[src/rtl/div_seq_32.sv]
// div_seq_32: iterative restoring divider, one quotient bit per clock.
// Operands are reduced to magnitudes on accept, divided unsigned, and the
// signs are reapplied in a final fix-up cycle before done is raised.
module div_seq_32 #(
  parameter int WIDTH = 32
) (
  input  logic             clock,
  input  logic             reset_n,
  input  logic             start,
  input  logic             signed_op,
  input  logic [WIDTH-1:0] dividend,
  input  logic [WIDTH-1:0] divisor,
  output logic             busy,
  output logic             done,
  output logic [WIDTH-1:0] quotient,
  output logic [WIDTH-1:0] remainder,
  output logic             div_by_zero
);

  localparam int CW = $clog2(WIDTH);
  localparam logic [WIDTH-1:0] ONE_W = WIDTH'(1);
  localparam logic [WIDTH+1:0] ONE_X = (WIDTH + 2)'(1);

  typedef enum logic [1:0] {IDLE, CALC, FIX} state_t;

  state_t           state;
  logic [WIDTH:0]   rem_acc;
  logic [WIDTH-1:0] quo_acc;
  logic [WIDTH-1:0] dvsr_mag;
  logic [WIDTH-1:0] dvd_raw;
  logic [CW-1:0]    count;
  logic             neg_q;
  logic             neg_r;
  logic             zero_div;

  logic             dvd_neg_in;
  logic             dvsr_neg_in;
  logic [WIDTH-1:0] dvd_mag_in;
  logic [WIDTH-1:0] dvsr_mag_in;
  logic [WIDTH+1:0] r_ext;
  logic [WIDTH+1:0] sub_ext;
  logic             borrow;
  logic [WIDTH:0]   rem_next;
  logic [WIDTH-1:0] quo_next;

  // Operand magnitudes and one shift-subtract step; the subtract is a + ~b + 1
  // widened by one bit so the top bit of the result reads directly as the borrow.
  always_comb begin
    dvd_neg_in  = signed_op & dividend[WIDTH-1];
    dvsr_neg_in = signed_op & divisor[WIDTH-1];
    dvd_mag_in  = dvd_neg_in  ? (~dividend + ONE_W) : dividend;
    dvsr_mag_in = dvsr_neg_in ? (~divisor  + ONE_W) : divisor;
    r_ext       = {rem_acc, quo_acc[WIDTH-1]};
    sub_ext     = r_ext + ~{2'b00, dvsr_mag} + ONE_X;
    borrow      = sub_ext[WIDTH+1];
    rem_next    = borrow ? r_ext[WIDTH:0] : sub_ext[WIDTH:0];
    quo_next    = {quo_acc[WIDTH-2:0], ~borrow};
  end

  // Control FSM and datapath registers; divide-by-zero spends a single CALC
  // cycle so its done lands at a fixed short latency of its own.
  always_ff @(posedge clock or negedge reset_n) begin
    if (!reset_n) begin
      state       <= IDLE;
      busy        <= 1'b0;
      done        <= 1'b0;
      quotient    <= '0;
      remainder   <= '0;
      div_by_zero <= 1'b0;
      rem_acc     <= '0;
      quo_acc     <= '0;
      dvsr_mag    <= '0;
      dvd_raw     <= '0;
      count       <= '0;
      neg_q       <= 1'b0;
      neg_r       <= 1'b0;
      zero_div    <= 1'b0;
    end else begin
      done <= 1'b0;
      case (state)
        IDLE: begin
          if (start) begin
            busy        <= 1'b1;
            div_by_zero <= 1'b0;
            dvd_raw     <= dividend;
            dvsr_mag    <= dvsr_mag_in;
            quo_acc     <= dvd_mag_in;
            rem_acc     <= '0;
            neg_q       <= dvd_neg_in ^ dvsr_neg_in;
            neg_r       <= dvd_neg_in;
            zero_div    <= (divisor == '0);
            count       <= (divisor == '0) ? '0 : CW'(WIDTH - 1);
            state       <= CALC;
          end
        end
        CALC: begin
          rem_acc <= rem_next;
          quo_acc <= quo_next;
          count   <= count - 1'b1;
          if (count == '0) begin
            state <= FIX;
          end
        end
        FIX: begin
          if (zero_div) begin
            quotient    <= '1;
            remainder   <= dvd_raw;
            div_by_zero <= 1'b1;
          end else begin
            quotient    <= neg_q ? (~quo_acc + ONE_W) : quo_acc;
            remainder   <= neg_r ? (~rem_acc[WIDTH-1:0] + ONE_W) : rem_acc[WIDTH-1:0];
          end
          done  <= 1'b1;
          busy  <= 1'b0;
          state <= IDLE;
        end
        default: begin
          state <= IDLE;
          busy  <= 1'b0;
        end
      endcase
    end
  end

endmodule

[config.mk]
export PLATFORM = sky130hd
export DESIGN_NAME = div_seq_32
export DESIGN_NICKNAME = d
export VERILOG_FILES = /design/src/rtl/div_seq_32.sv
export SDC_FILE = /design/constraint.sdc
export NUM_CORES = 1
export LEC_CHECK = 0
export BUFFER_PORTS_ARGS = -buffer_cell sky130_fd_sc_hd__buf_2
export CORE_AREA = 2 2 171 256
export DETAILED_ROUTE_END_ITERATION = 8
export DIE_AREA = 0 0 173 258
export SYNTH_ARGS = -nofsm -noshare
export SYNTH_HDL_FRONTEND = slang
export SYNTH_SLANG_ARGS = --single-unit
[constraint.sdc]
create_clock -name clock -period 3 [get_ports clock]
set_input_delay 0.6 -clock clock [delete_from_list [all_inputs] [get_ports clock]]
set_output_delay 0.6 -clock clock [all_outputs]
set_load 0.02 [all_outputs]
==> results.toml, run 1 <==
[sta]
hold_viol_final = 0
rsz0062_at_grt = "yes"
fin_tns_setup_ps = -4.440
finalSetupViolCount = 1
fin_ws_ps = -4.440
clock.fmax_ghz = 0.3328
slew_headroom_pct = 29.75
fin_crit_sh_pct = 100.1
finClkSkew_ps = 9.022
final_max_slew_viol_count = 0
max_slew.worst_pin.slew_ps = 1054
final.min_clock_period_ps = 3004

[clocking]
hold_buffers = 0
cts_inserted_buffers = 22
path_clk_slew_ps = 60
clock_sink_count = 206
h-tree-depth = 1
cts_tree = "yes"
clock_latency_ps = 520
cts_max_path_buffers = 3
clockRootBuffer = "clkbuf_16"

[route]
drcViolationCount = 0
wl_per_cell_um = 16.49
viasPerCell = 4.909
ant_nets = 0
drt_iter0_drc = 701
routed_wl_mm = 37.72
vias = 11230
dr.pass1.iters = 5

[power]
power_density_nw_per_um2 = 1274
vdd_drop_max_mv = 0.4973
leakagePower_nw = 7.267
total_power_w = 0.02031

[synthesis]
synth.avg_cell_area_sq_um = 8.524
synth-seq-cells = 206
async_flop_share_pct = 100.0
synth_top_family_by_area = "compound AO/OA/AOI/OAI gates"
synthDistinctLibCells = 67
synth.net_count = 1580
syn_area_sq_um = 12560
ys.flop_type = "dfrtp_1"
synth_compound_area_share_pct = 20.01
synth_cells = 1473
synthSimpleGateAreaFrac_pct = 17.84
synthXorXnorAreaFrac_pct = 10.24
synth_edf_count = 0
synthMuxAreaShare_pct = 2.950
synth.yosys.seq_area_share_pct = 41.06
synth-adder-area-share_pct = 3.946
yosysWarnings = 0

[floorplan]
coreArea_sq_um = 42590
placement_rows = 93
dieArea_sq_um = 44630
dieWidth_um = 173
start_util_pct = 29.48
die_height_um = 258
io_pins = 135

[final_layout]
layout.nets = 1809
drive_gt1_share_pct = 22.49
fin_util_pct = 37.45
fillers = 4433
area_delta_synth_final_pct = 27.03
instances_no_fill = 2287

[critical_path]
end_kind = "register"
start_kind = "register"
crit_required_ps = 3450
max_stage_delay_ps = 540
critPathBufInv = 0
cp_top_family = "simple AND/OR/NAND/NOR gates"
worstRegToRegCells = 9
path_cells = "or4_4, or3_4, or3_4, or4_4, nand2b_4, o31ai_4, xnor2_1, mux2i_1, o21ai_1"
crit_slowest_cell = "or4_4"
cp.depth = 9
setup.worst_path.class = "register to register"
arrival_ps = 3450
cp_max_fo = 4

[grt]
antenna_found_initial = 1
grt_usage_pct = 16.61
grt_overflow = 0
grt_max_degree = 98
grt_pass1_wl_mm = 60.61
grt_pass1_vias = 11350

[outcome]
outcome = "finished with violations"
violations = "setup timing"

[placement]
dp_hpwl_mm = 28.48
gp_routability_congestion = 0.8721
port_buffers = 134
dp.cells = 2236
place_ws_ps = -147.7

[hold_path]
holdCritPathClass = "input pin to async pin"

[run]
maxCapViolations = 0
## registers in the layout (all words and copies together) (netlist names)
signal,count
neg_q,1
div_by_zero,1
remainder,32
quo_acc,32
rem_acc,33
neg_r,1
quotient,32
done,1
dvsr_mag,32
busy,1
dvd_raw,32
state,2
zero_div,1
count,5
## kinds of logic (layout without fill, tap and decap cells)
family | after synthesis | after routing
flops | 206 | 206
simple gates | 493 | 493
mux | 37 | 37
buf+inv | 129 | 372
other cells | 0 | 1
xor+xnor | 146 | 146
fa+ha+maj | 39 | 39
compound gates | 423 | 423
## final timing paths
check,start,to,slack (ps)
worst max-delay path,rem_acc[10],remainder[28],-4
worst min-delay path,reset_n,quotient[23],110
worst max register to register,rem_acc[10],remainder[28],-4
worst min register to register,quotient[25],quotient[25],460
max in group asynchronous,reset_n,dvsr_mag[9],2060
min in group clock,dividend[12],dvd_raw[12],320
## layer usage
layer | vias to the layer above | share of wire [%] | global-route usage (%)
li1 | 5615 | - | -
met1 | 5360 | 42 | 19.74
met2 | 192 | 51 | 30.49
met3 | 61 | 3.0 | 1.782
met4 | 0 | 3.8 | 6.591
met5 | - | 0 | 0
## per-stage QoR
stage | hold slack [ps] | instance area [sq um]
floorplan | 304.4 | 12570
global placement | 454.7 | 14760
detailed placement | 455.5 | 14760
CTS | 135.6 | 15690
global route | 146.2 | 15950
finish | 107.2 | 15950
## power breakdown
part           internal, W  switching, W  leakage, nW
combinational      0.00581       0.00657         4.28
sequential         0.00399       0.00104         2.61
clock              0.00176       0.00115        0.378
## timing repair
item / in CTS / in global routing
cloned: 1 / 1
pin swaps: 4 / 15
setup endpoints to repair: 20 / 54
gates resized for setup: 12 / 57
setup buffers: 6 / 6
## cells in the final DEF (no fill, tap or decap), types with 5 or more instances in the layout
cell / n
o31ai_1: 19
or4_1: 10
nor2_1: 112
or3_4: 5
buf_2: 133
dfrtp_1: 204
nor4_1: 9
a22oi_1: 30
nand2_1: 226
ha_1: 35
and3_1: 5
o21ai_0: 157
xor2_1: 93
xnor2_1: 52
clkbuf_8: 9
nor3_1: 20
and2_1: 5
inv_1: 53
buf_4: 134
mux2i_1: 37
a21o_1: 12
a21oi_2: 5
nand3_1: 40
or3_1: 10
o21ai_1: 14
clkbuf_16: 24
nand4_1: 6
a31oi_1: 9
a21oi_1: 111
o211ai_1: 6
or4_4: 5
buf_12: 6
o41ai_1: 11
## final cells by class
| cell class | count | area, sq um | share of cell area [%] |
|---|---|---|---|
| antenna | 1 | 2.502 | 0.01569 |
| clock buffer | 35 | 700.7 | 4.393 |
| clock inverter | 3 | 65.06 | 0.4079 |
| inverter | 55 | 206.4 | 1.294 |
| multi-input combinational | 1138 | 7212 | 45.22 |
| sequential | 206 | 5157 | 32.34 |
| tap | 570 | 713.2 | 4.472 |
| timing repair buffer | 279 | 1892 | 11.86 |
## cell usage after synthesis (all sizes together) (11+ instances only)
master	number	area [sq um]
a21o	12	90.09
a21oi	118	594.3
a22oi	30	225.2
buf	14	65.06
clkbuf	60	225.2
dfrtp	206	5155
ha	38	475.5
inv	55	206.4
mux2i	37	370.4
nand2	229	859.6
nand3	42	210.2
nor2	117	446.7
nor3	21	105.1
nor4	11	68.82
o21ai	175	875.8
o31ai	27	221.5
o41ai	15	138.9
or3	15	113.9
or4	15	131.4
xnor2	52	455.4
xor2	94	830.8
Note: power is estimated with default switching activity, not from simulation.
==> run 2, diff against run 1 <==
BUFFER_PORTS_ARGS = not set   (was -buffer_cell sky130_fd_sc_hd__buf_2)
DONT_BUFFER_PORTS = 1   (was not set)
==> run 2 against run 1 <==
  * The run ends with hold timing, setup timing left
  * Hold slack lost 330 ps
  * Core utilization is 2.1 points lower
  * Sequential cell count stayed put
  * Die area stayed put
  * Sequential power up 6.6%
  * Sequential share of layout area grew 1.9 points
  * Setup slack worse by 24 ps
  * Count of clock-buffer cells in the layout decreased by 5
  * Wire length is 2.3% lower
  * Power fell by 2.0%
  * Critical path type unchanged
  * Largest cell class unchanged
==> results.toml, run 2 (synthesized netlist as in run 1, its figures left out) <==
[outcome]
outcome = "finished with violations"
violations = "hold timing, setup timing"

[critical_path]
worstRegToRegCells = 9
r2r_slack_ps = -30
cp_max_fo = 4
start_kind = "register"
end_kind = "register"
crit_required_ps = 3390
setup.worst_path.class = "register to register"
arrival_ps = 3420

[sta]
final_max_slew_viol_count = 0
clock.fmax_ghz = 0.3302
hold_viol_final = 206
hold_ws_ps = -218.5
fin_crit_sh_pct = 100.9
final.min_clock_period_ps = 3028
fin_ws_ps = -28.14
slew_headroom_pct = 31.72
finClkSkew_ps = 24.89
rsz0062_at_grt = "yes"
fin_tns_setup_ps = -44.04
finalSetupViolCount = 3
max_slew.worst_pin.slew_ps = 1024

[route]
drcViolationCount = 0
wl_per_cell_um = 17.30
vias = 10680
viasPerCell = 5.012
drt_iter0_drc = 711
routed_wl_mm = 36.86
dr.pass1.iters = 5
ant_nets = 0

[power]
power.switching_w = 0.008637
p_sw_share_pct = 43.40
combPwrFrac_pct = 57.9
power_density_nw_per_um2 = 1322
pwr-share-seq_pct = 26.9
vdd_drop_max_mv = 0.5704
intPower_w = 0.01126
leakagePower_nw = 6.539
p_clk_share_pct = 15.1

[run]
maxCapViolations = 0

[floorplan]
placement_rows = 93
die_height_um = 258
coreArea_sq_um = 42590
dieWidth_um = 173
io_pins = 135
dieArea_sq_um = 44630
start_util_pct = 29.48

[grt]
grt_pass1_vias = 10460
grt_overflow = 0
grt_pass1_wl_mm = 57.64
grt_max_degree = 207
grt_usage_pct = 15.92
antenna_found_initial = 0

[final_layout]
area_delta_synth_final_pct = 19.86
fin_util_pct = 35.34
largest_reg_flops = 33
layout_commonest_cell = "nand2_1"
top_register = "rem_acc"
mostFrequentLayoutCells = "nand2_1 (227), dfrtp_1 (205), o21ai_0 (162)"
drive_gt1_share_pct = 14.17
antennaDiodeCount = 0
layout.nets = 1650

[clocking]
cts_tree = "yes"
clockRootBuffer = "clkbuf_16"
cts_inserted_buffers = 23
h-tree-depth = 1
path_clk_slew_ps = 60
cts_max_path_buffers = 3
clock_latency_ps = 550
clock_sink_count = 206

[placement]
port_buffers = 0
dp_hpwl_mm = 27.50
place_ws_ps = -61.34
gp_routability_congestion = 0.8263

[hold_path]
holdCritPathClass = "input pin to async pin"
run 2: changes by cell type in the layout (fill, tap and decap cells not counted), moves of 2 or more:
cell	change
clkinv_2	+4
clkbuf_8	-4
clkinvlp_4	+3
o21ai_1	-5
o31ai_1	+2
clkbuf_1	-2
buf_4	-22
buf_2	-133
buf_6	-3
o21ai_0	+5
o31ai_2	-3
run 2: routing by layer:
| layer | GRT usage, % | up-vias | wire length, um | part of all wire, % |
|---|---|---|---|---|
| met2 | 29.21 | 229 | 18990 | 52 |
| li1 | - | 5291 | - | - |
| met1 | 18.49 | 5104 | 14970 | 41 |
| met5 | 0 | - | 0 | 0 |
| met4 | 5.461 | 0 | 1066 | 2.9 |
| met3 | 2.959 | 51 | 1829 | 5.0 |
run 2: cell type report:
class / instances / area, sq um
Fill cell: 4443 / 27540
Multi-Input combinational cell: 1138 / 7173
Sequential cell: 206 / 5156
Timing Repair Buffer: 119 / 991.0
Tap cell: 570 / 713.2
Clock buffer: 30 / 651.9
Inverter: 55 / 206.4
Clock inverter: 12 / 157.7
run 2: critical path, cell delays in order (launching register included):
cell and delay [ps]:
dfrtp_1 400, or4_4 550, or3_4 370, or3_4 340, or4_4 550, o31ai_4 240
xor2_1 180, nor2_1 60, a21oi_1 120, o21ai_1 60
run 2: timing repair:
action / in CTS / in global routing
setup endpoints to repair: 7 / 50
pin swaps: 1 / 6
buffers inserted: 0 / 4
hold endpoints to repair: 206 / 206
gates resized for setup: 7 / 45
gates cloned: 0 / 2
run 2: final timing paths:
kind,end,start
hold / removal,quotient[23],reset_n
setup / recovery,remainder[24],rem_acc[10]
setup reg to reg,remainder[24],rem_acc[10]
min in group clock,dvd_raw[30],dividend[30]
max in group asynchronous,dvsr_mag[25],reset_n
hold reg to reg,dvd_raw[11],dvd_raw[11]
run 2: stage by stage:
step / power, W / cells / area [sq um]
2_1_floorplan: 0.01243 / 1473 / 12570
3_3_place_gp: 0.01569 / 2082 / 13890
3_5_place_dp: 0.01593 / 2082 / 13890
4_1_cts: 0.01910 / 2124 / 14740
5_1_grt: 0.02154 / 2130 / 15050
6_report: 0.01990 / 2130 / 15050
run 2: power groups by stage:
stage | registers [W] | logic (W) | clock network [W]
after global placement | 0.00535 | 0.0103 | 0
after CTS | 0.00535 | 0.0106 | 0.00310
final | 0.00536 | 0.0115 | 0.00301
after floorplan | 0.00516 | 0.00727 | 0
after global routing | 0.00553 | 0.0128 | 0.00321
after detailed placement | 0.00539 | 0.0105 | 0
